### config.mk
export PLATFORM = sky130hd
export DESIGN_NAME = pipeline_hazard_responder
export DESIGN_NICKNAME = d
export VERILOG_FILES = /design/src/rtl/types_pkg.sv /design/src/rtl/hazard_fwd_decode.sv /design/src/rtl/pipeline_hazard_responder.sv
export SDC_FILE = /design/constraint.sdc
export NUM_CORES = 1
export LEC_CHECK = 0
export CORE_MARGIN = 5
export CORE_UTILIZATION = 44
export DETAILED_ROUTE_END_ITERATION = 12
export HOLD_SLACK_MARGIN = 0.05
export PLACE_DENSITY = 0.75
export REMOVE_ABC_BUFFERS = 1
export SETUP_SLACK_MARGIN = 0.3
export SYNTH_ARGS = -nofsm -noshare
export SYNTH_HDL_FRONTEND = slang
export SYNTH_SLANG_ARGS = --single-unit
### constraint.sdc
create_clock -name clk -period 1.79 [get_ports clk]
set_clock_uncertainty 0.05 [all_clocks]
set_input_delay 0.4475 -clock clk [delete_from_list [all_inputs] [get_ports clk]]
set_output_delay 0.4475 -clock clk [all_outputs]
set_load 0.005 [all_outputs]
### src/rtl/types_pkg.sv
// rtl/types_pkg.sv - shared hazard/forwarding types and hazard-vector bit indices
package types_pkg;

   typedef enum logic [1:0] {
      FWD_NONE  = 2'd0,
      FWD_EXMEM = 2'd1,
      FWD_MEMWB = 2'd2
   } fwd_sel_t;

   typedef enum logic [1:0] {
      RUN   = 2'd0,
      STALL = 2'd1,
      FLUSH = 2'd2
   } hz_state_t;

   // S2 = producer in EX/MEM, S3 = producer in MEM/WB
   localparam int HAZ_A_S3      = 0;
   localparam int HAZ_A_S2      = 1;
   localparam int HAZ_B_S2      = 2;
   localparam int HAZ_B_S3      = 3;
   localparam int HAZ_CMP_S2    = 4;
   localparam int HAZ_CMP_S3    = 5;
   localparam int HAZ_R0_S2     = 6;
   localparam int HAZ_R0_S3     = 7;
   localparam int HAZ_ST_S2     = 8;
   localparam int HAZ_ST_S3     = 9;
   localparam int HAZ_ST_ALU_S2 = 10;

   localparam int HAZ_W = 11;

   function automatic fwd_sel_t pick_fwd(input logic near, input logic far);
      if (near)     return FWD_EXMEM;
      else if (far) return FWD_MEMWB;
      else          return FWD_NONE;
   endfunction

endpackage

### src/rtl/hazard_fwd_decode.sv
// rtl/hazard_fwd_decode.sv - combinational hazard vector to forwarding-select decode
module hazard_fwd_decode
   import types_pkg::*;
(
   input  logic [HAZ_W-1:0] haz,
   output fwd_sel_t         fwd_a_nx,
   output fwd_sel_t         fwd_b_nx,
   output fwd_sel_t         fwd_st_nx,
   output fwd_sel_t         fwd_cmp_nx,
   output fwd_sel_t         fwd_r0_nx,
   output logic             multi
);

   always_comb begin
      fwd_a_nx   = pick_fwd(haz[HAZ_A_S2], haz[HAZ_A_S3]);
      fwd_b_nx   = pick_fwd(haz[HAZ_B_S2], haz[HAZ_B_S3]);
      fwd_st_nx  = pick_fwd(haz[HAZ_ST_S2] | haz[HAZ_ST_ALU_S2], haz[HAZ_ST_S3]);
      fwd_cmp_nx = pick_fwd(haz[HAZ_CMP_S2], haz[HAZ_CMP_S3]);
      fwd_r0_nx  = pick_fwd(haz[HAZ_R0_S2], haz[HAZ_R0_S3]);
      // clearing the lowest set bit leaves something only if two or more were set
      multi      = |(haz & (haz - 11'd1));
   end

endmodule

### src/rtl/pipeline_hazard_responder.sv
// rtl/pipeline_hazard_responder.sv - turns hazard vector and stall/branch events into pipeline control
module pipeline_hazard_responder
   import types_pkg::*;
#(
   parameter int STALL_CYCLES = 1,
   parameter int FLUSH_CYCLES = 2,
   parameter int CNT_W        = 16
)
(
   input  logic              clk,
   input  logic              rst,
   input  logic [HAZ_W-1:0]  haz,
   input  logic              stall_req,
   input  logic              branch_taken,
   input  logic              ext_hold,
   output logic              pc_en,
   output logic              ifid_en,
   output logic              ifid_flush,
   output logic              idex_bubble,
   output fwd_sel_t          fwd_a_sel,
   output fwd_sel_t          fwd_b_sel,
   output fwd_sel_t          fwd_st_sel,
   output fwd_sel_t          fwd_cmp_sel,
   output fwd_sel_t          fwd_r0_sel,
   output logic              haz_multi,
   output logic [CNT_W-1:0]  stall_cnt,
   output logic [CNT_W-1:0]  flush_cnt
);

   localparam logic [2:0]       STALL_LOAD = 3'(STALL_CYCLES - 1);
   localparam logic [2:0]       FLUSH_LOAD = 3'(FLUSH_CYCLES - 1);
   localparam logic [CNT_W-1:0] CNT_ONE    = CNT_W'(1);
   localparam logic [CNT_W-1:0] CNT_MAX    = '1;

   hz_state_t  state, state_nx;
   logic [2:0] cnt, cnt_nx;
   logic       bubble;

   fwd_sel_t   fwd_a_nx, fwd_b_nx, fwd_st_nx, fwd_cmp_nx, fwd_r0_nx;
   logic       multi;

   hazard_fwd_decode u_decode (
      .haz        (haz),
      .fwd_a_nx   (fwd_a_nx),
      .fwd_b_nx   (fwd_b_nx),
      .fwd_st_nx  (fwd_st_nx),
      .fwd_cmp_nx (fwd_cmp_nx),
      .fwd_r0_nx  (fwd_r0_nx),
      .multi      (multi)
   );

   // branch_taken is checked first everywhere so a simultaneous stall request is dropped
   always_comb begin
      state_nx = state;
      cnt_nx   = cnt;
      case (state)
         RUN: begin
            if (branch_taken) begin
               state_nx = FLUSH;
               cnt_nx   = FLUSH_LOAD;
            end else if (stall_req) begin
               state_nx = STALL;
               cnt_nx   = STALL_LOAD;
            end
         end
         STALL, FLUSH: begin
            if (branch_taken) begin
               state_nx = FLUSH;
               cnt_nx   = FLUSH_LOAD;
            end else if (cnt == 3'd0) begin
               state_nx = RUN;
            end else begin
               cnt_nx = cnt - 3'd1;
            end
         end
         default: begin
            state_nx = RUN;
            cnt_nx   = 3'd0;
         end
      endcase
   end

   assign bubble = (state != RUN) || (state_nx != RUN);

   always_ff @(posedge clk) begin
      if (rst) begin
         state       <= RUN;
         cnt         <= 3'd0;
         fwd_a_sel   <= FWD_NONE;
         fwd_b_sel   <= FWD_NONE;
         fwd_st_sel  <= FWD_NONE;
         fwd_cmp_sel <= FWD_NONE;
         fwd_r0_sel  <= FWD_NONE;
         haz_multi   <= 1'b0;
         stall_cnt   <= '0;
         flush_cnt   <= '0;
      end else if (!ext_hold) begin
         state <= state_nx;
         cnt   <= cnt_nx;
         if (bubble) begin
            fwd_a_sel   <= FWD_NONE;
            fwd_b_sel   <= FWD_NONE;
            fwd_st_sel  <= FWD_NONE;
            fwd_cmp_sel <= FWD_NONE;
            fwd_r0_sel  <= FWD_NONE;
         end else begin
            fwd_a_sel   <= fwd_a_nx;
            fwd_b_sel   <= fwd_b_nx;
            fwd_st_sel  <= fwd_st_nx;
            fwd_cmp_sel <= fwd_cmp_nx;
            fwd_r0_sel  <= fwd_r0_nx;
         end
         if (multi)
            haz_multi <= 1'b1;
         if (state == STALL && stall_cnt != CNT_MAX)
            stall_cnt <= stall_cnt + CNT_ONE;
         if (state == FLUSH && flush_cnt != CNT_MAX)
            flush_cnt <= flush_cnt + CNT_ONE;
      end
   end

   always_comb begin
      pc_en       = !ext_hold && (state != STALL);
      ifid_en     = !ext_hold && (state != STALL);
      ifid_flush  = !ext_hold && (state == FLUSH);
      idex_bubble = !ext_hold && (state != RUN);
   end

endmodule

==> impl_summary.txt <==
----------------------------------------------------
[Timing]
  Number of pins with negative max-slew slack in the final report ... 0
  Final setup violation count ... 7
  RSZ-0062 raised after global routing ... yes
  FMAX ... between 500 and 600 MHz
  Setup tns final ... -0.220 ns
  Worst Max-Slew Pin Slew ... ~0.4 ns
  Clock period minus final worst setup slack ... between 1.5 and 2 ns
  Number of endpoints with negative hold slack in the final report ... 0
  Max transition margin ... 0.723
  Setup slack of the critical path after layout ... -0.0730 ns
  Final Cycle Share ... 1.04

[Place]
  Final RePlAce weighted congestion ... roughly 0.83
  Quantity of I/O buffers inserted on ports ... between 60 and 70
  Post-place instance area ... around 0.0037 mm²
  Post-DP HPWL ... around 5.3 mm

[Die]
  Count of boundary I/O pins ... between 60 and 70
  Starting density of the core ... 0.457
  Die Height ... between 80 and 90 µm
  Width of the die ... around 86 µm
  Die footprint ... roughly 0.0074 mm²
  Std-Cell Rows ... 27
  Std-Cell Core Area ... between 0.005 and 0.006 mm²

[Worst setup path]
  First element of the critical path ... state[0]
  Critical path type ... reg2reg
  Data required, critical path ... between 1.5 and 2 ns
  Maximum fanout along the worst path ... 4
  Crit path max-delay cell type ... nor4_2
  Launching point of the worst reg2reg path ... state[0]
  Cell repeated most along the worst path ... inv_4
  Buffers & Inverters on Critical Path ... 3
  Maximum cell stage delay along the critical path ... 0.40 ns
  Startpoint types ... flop
  Element type at the critical path end ... flop
  CP Cell Sequence ... inv_4 > ha_4 > nand2b_4 > inv_4 > buf_6 > nand4_1 > nor4_2 > xnor2_1 > nor2_1
  CP Data Arrival Time ... between 2 and 2.5 ns
  Category of cells accounting for the largest share of critical-path delay ... simple AND/OR/NAND/NOR gates

[GRT]
  Largest net degree at the start of global routing ... 33
  Via count of the first global-routing pass ... 3204
  Global-route congestion overflow total ... 0
  Number of antenna violations at the first check in global routing ... 0
  First-pass GRT wire length ... ~16 mm
  Global Route Usage Sum ... 0.264

[CTS]
  Number of CTS-inserted buffers ... 5
  CTS tree ... done
  Number of hold buffers added after cts ... 0
  Post-CTS clock slew at the launch and capture registers of the worst setup and hold paths ... about 0.10 ns
  H-tree levels ... 2
  Buffer levels on the longest clock path ... 2
  Total number of clock tree sinks ... 48
  Skew-Pair Late Insertion Delay ... 0.32 ns
  Cell chosen for the clock root ... clkbuf_8

[Logic synthesis]
  Async set-or-reset flop fraction in the synthesized netlist ... 0
  Synthesized flop and latch total ... 48
  Synthesized area ... roughly 0.0025 mm²
  Number of library cell types mapped by synthesis ... 48
  Sequential share of the synthesized area ... 0.377
  Number of enable-type register cells in the synthesized netlist ... 0
  Synthesis warning total ... 0
  Number of instances in the synthesized netlist ... ~310
  Avg Synthesized Cell Area ... 8.27 µm²
  Top flip-flop cell by instance count after synthesis ... dfxtp_1

[Pwr]
  Static leakage ... 2.01 nW
  Clock network fraction of total power ... 0.364
  Switching power as a share of total power ... 0.285
  Combinational share of power ... 0.205
  Maximum VDD drop ... slightly below 0.6 mV
  Power density cells ... just over 500 mW/mm²
  Int Power ... approximately 1.8 mW
  Relative contribution of sequential cells to total power ... 0.431
  Switching component of the power ... approximately 730 µW

[Drt]
  DRC violations left ... 0
  DR vias ... 3492
  Mean number of vias per cell ... 6.31
  Detailed Routing Iterations Pass 1 ... 5
  Total Routed Length ... approximately 13 mm
  Routed wire per std cell ... between 20 and 25 µm
  Number of DRC markers after the initial detailed-route iteration ... between 300 and 400
  Post-detailed-route count of antenna-violating nets ... 0

[Layout]
  Total number of nets in the final design ... roughly 500
  Most frequent standard cell in the layout excluding fill and tap cells ... buf_4
  Post-layout util ... 0.882
  Diode insertion count for antenna repair ... 0
  Share of layout cells above drive strength 1 ... 0.584
  Synthesis-to-layout area growth ... 92.9%
  Post-route cell area ... roughly 0.0049 mm²
  Commonest non-fill, non-tap cells in the layout ... 82 x buf_4, 36 x nor2_1, 34 x buf_6

[Run]
  Max-cap check violation count ... 0

[Min path]
  Hold wc startpoint ... fwd_r0_sel[0]
  Path type of the worst min-delay path ... reg2reg

[Status]
  Violated checks ... negative setup slack
  Outcome ... finished, violations left

----------------------------------------------------
kinds of logic after synthesis:
kind of cell	after synthesis	share of synthesized area
AO/OA/AOI/OAI	62	0.157
buffers and inverters	24	0.0378
flip-flops	48	0.377
adder cells (fa/ha/maj)	8	0.0393
AND/OR/NAND/NOR	137	0.288
multiplexers	2	0.00786
XOR/XNOR	27	0.0928
power by group through the flow:
| stage | combinational, mW | sequential (mW) | clock (mW) |
|---|---|---|---|
| after floorplan | 0.119 | 1.12 | 0 |
| after global placement | 0.315 | 1.12 | 0 |
| after detailed placement | 0.324 | 1.12 | 0 |
| after CTS | 0.426 | 1.09 | 0.879 |
| after global routing | 0.536 | 1.10 | 0.954 |
| final | 0.522 | 1.10 | 0.925 |
cell usage after synthesis (3+ instances only):
cell type / count / share of area
dfxtp_1: 48 / 0.38
nor2_1: 43 / 0.063
a21oi_1: 29 / 0.057
nand2_1: 27 / 0.040
xnor2_1: 22 / 0.076
inv_1: 11 / 0.016
clkbuf_1: 10 / 0.015
nor3_1: 9 / 0.018
ha_1: 8 / 0.039
nand3_1: 8 / 0.016
o2111ai_1: 8 / 0.028
nand4_1: 7 / 0.017
nor4_1: 7 / 0.017
o21ai_0: 7 / 0.014
and4_1: 5 / 0.017
nor2b_1: 5 / 0.012
xor2_1: 5 / 0.017
nand2b_1: 3 / 0.0074
or2_2: 3 / 0.0074
or3_1: 3 / 0.0074
what timing repair did:
action	4_1_cts	5_1_grt
setup endpoints to repair	95	65
gates resized for setup	245	91
cloned	3	0
pin swaps	68	53
buffers inserted	31	24
through the flow:
stage	total power, mW	hold WS [ns]	cells	worst slack [ns]
2_1_floorplan	1.24	0.397	295	-0.0528
3_3_place_gp	1.44	0.401	487	-0.486
6_report	2.54	0.426	553	-0.0730
5_1_grt	2.59	0.453	553	-0.144
4_1_cts	2.40	0.414	529	0.0811
3_5_place_dp	1.45	0.404	487	-0.514
worst min-delay path, cell delays in order (launching register included):
cell and delay (ns):
dfxtp_2 0.33, nand2_1 0.05, a21oi_1 0.06
final timing paths:
check | endpoint | slack [ns] | cells past startpoint
hold / removal | fwd_r0_sel[0] | 0.43 | 2
hold reg to reg | fwd_r0_sel[0] | 0.43 | 2
setup reg to reg | flush_cnt[13] | -0.07 | 9
setup / recovery | flush_cnt[13] | -0.07 | 9
registers in the layout (all words and copies together) (netlist names):
| name | cells |
|---|---|
| fwd_cmp_sel | 2 |
| fwd_a_sel | 2 |
| fwd_st_sel | 2 |
| haz_multi | 1 |
| fwd_b_sel | 2 |
| state | 2 |
| fwd_r0_sel | 2 |
| flush_cnt | 16 |
| cnt | 3 |
| stall_cnt | 16 |
layout make-up:
cell class / count / area (µm²)
multi-input cells: 237 / 2130
well taps: 72 / 90.1
fillers: 259 / 659
clock inverters: 1 / 30.0
flip-flops and latches: 48 / 1030
inverters: 11 / 48.8
repair buffers: 177 / 1490
clock buffers: 7 / 96.3
routing by layer:
metal | vias to the layer above | global-route usage | part of all wire
met5 | - | 0 | 0
met4 | 0 | 0.145 | 0.056
met3 | 74 | 0.0403 | 0.073
met2 | 249 | 0.481 | 0.50
met1 | 1726 | 0.291 | 0.37
li1 | 1443 | - | -
(Power assumes the default switching activity.)
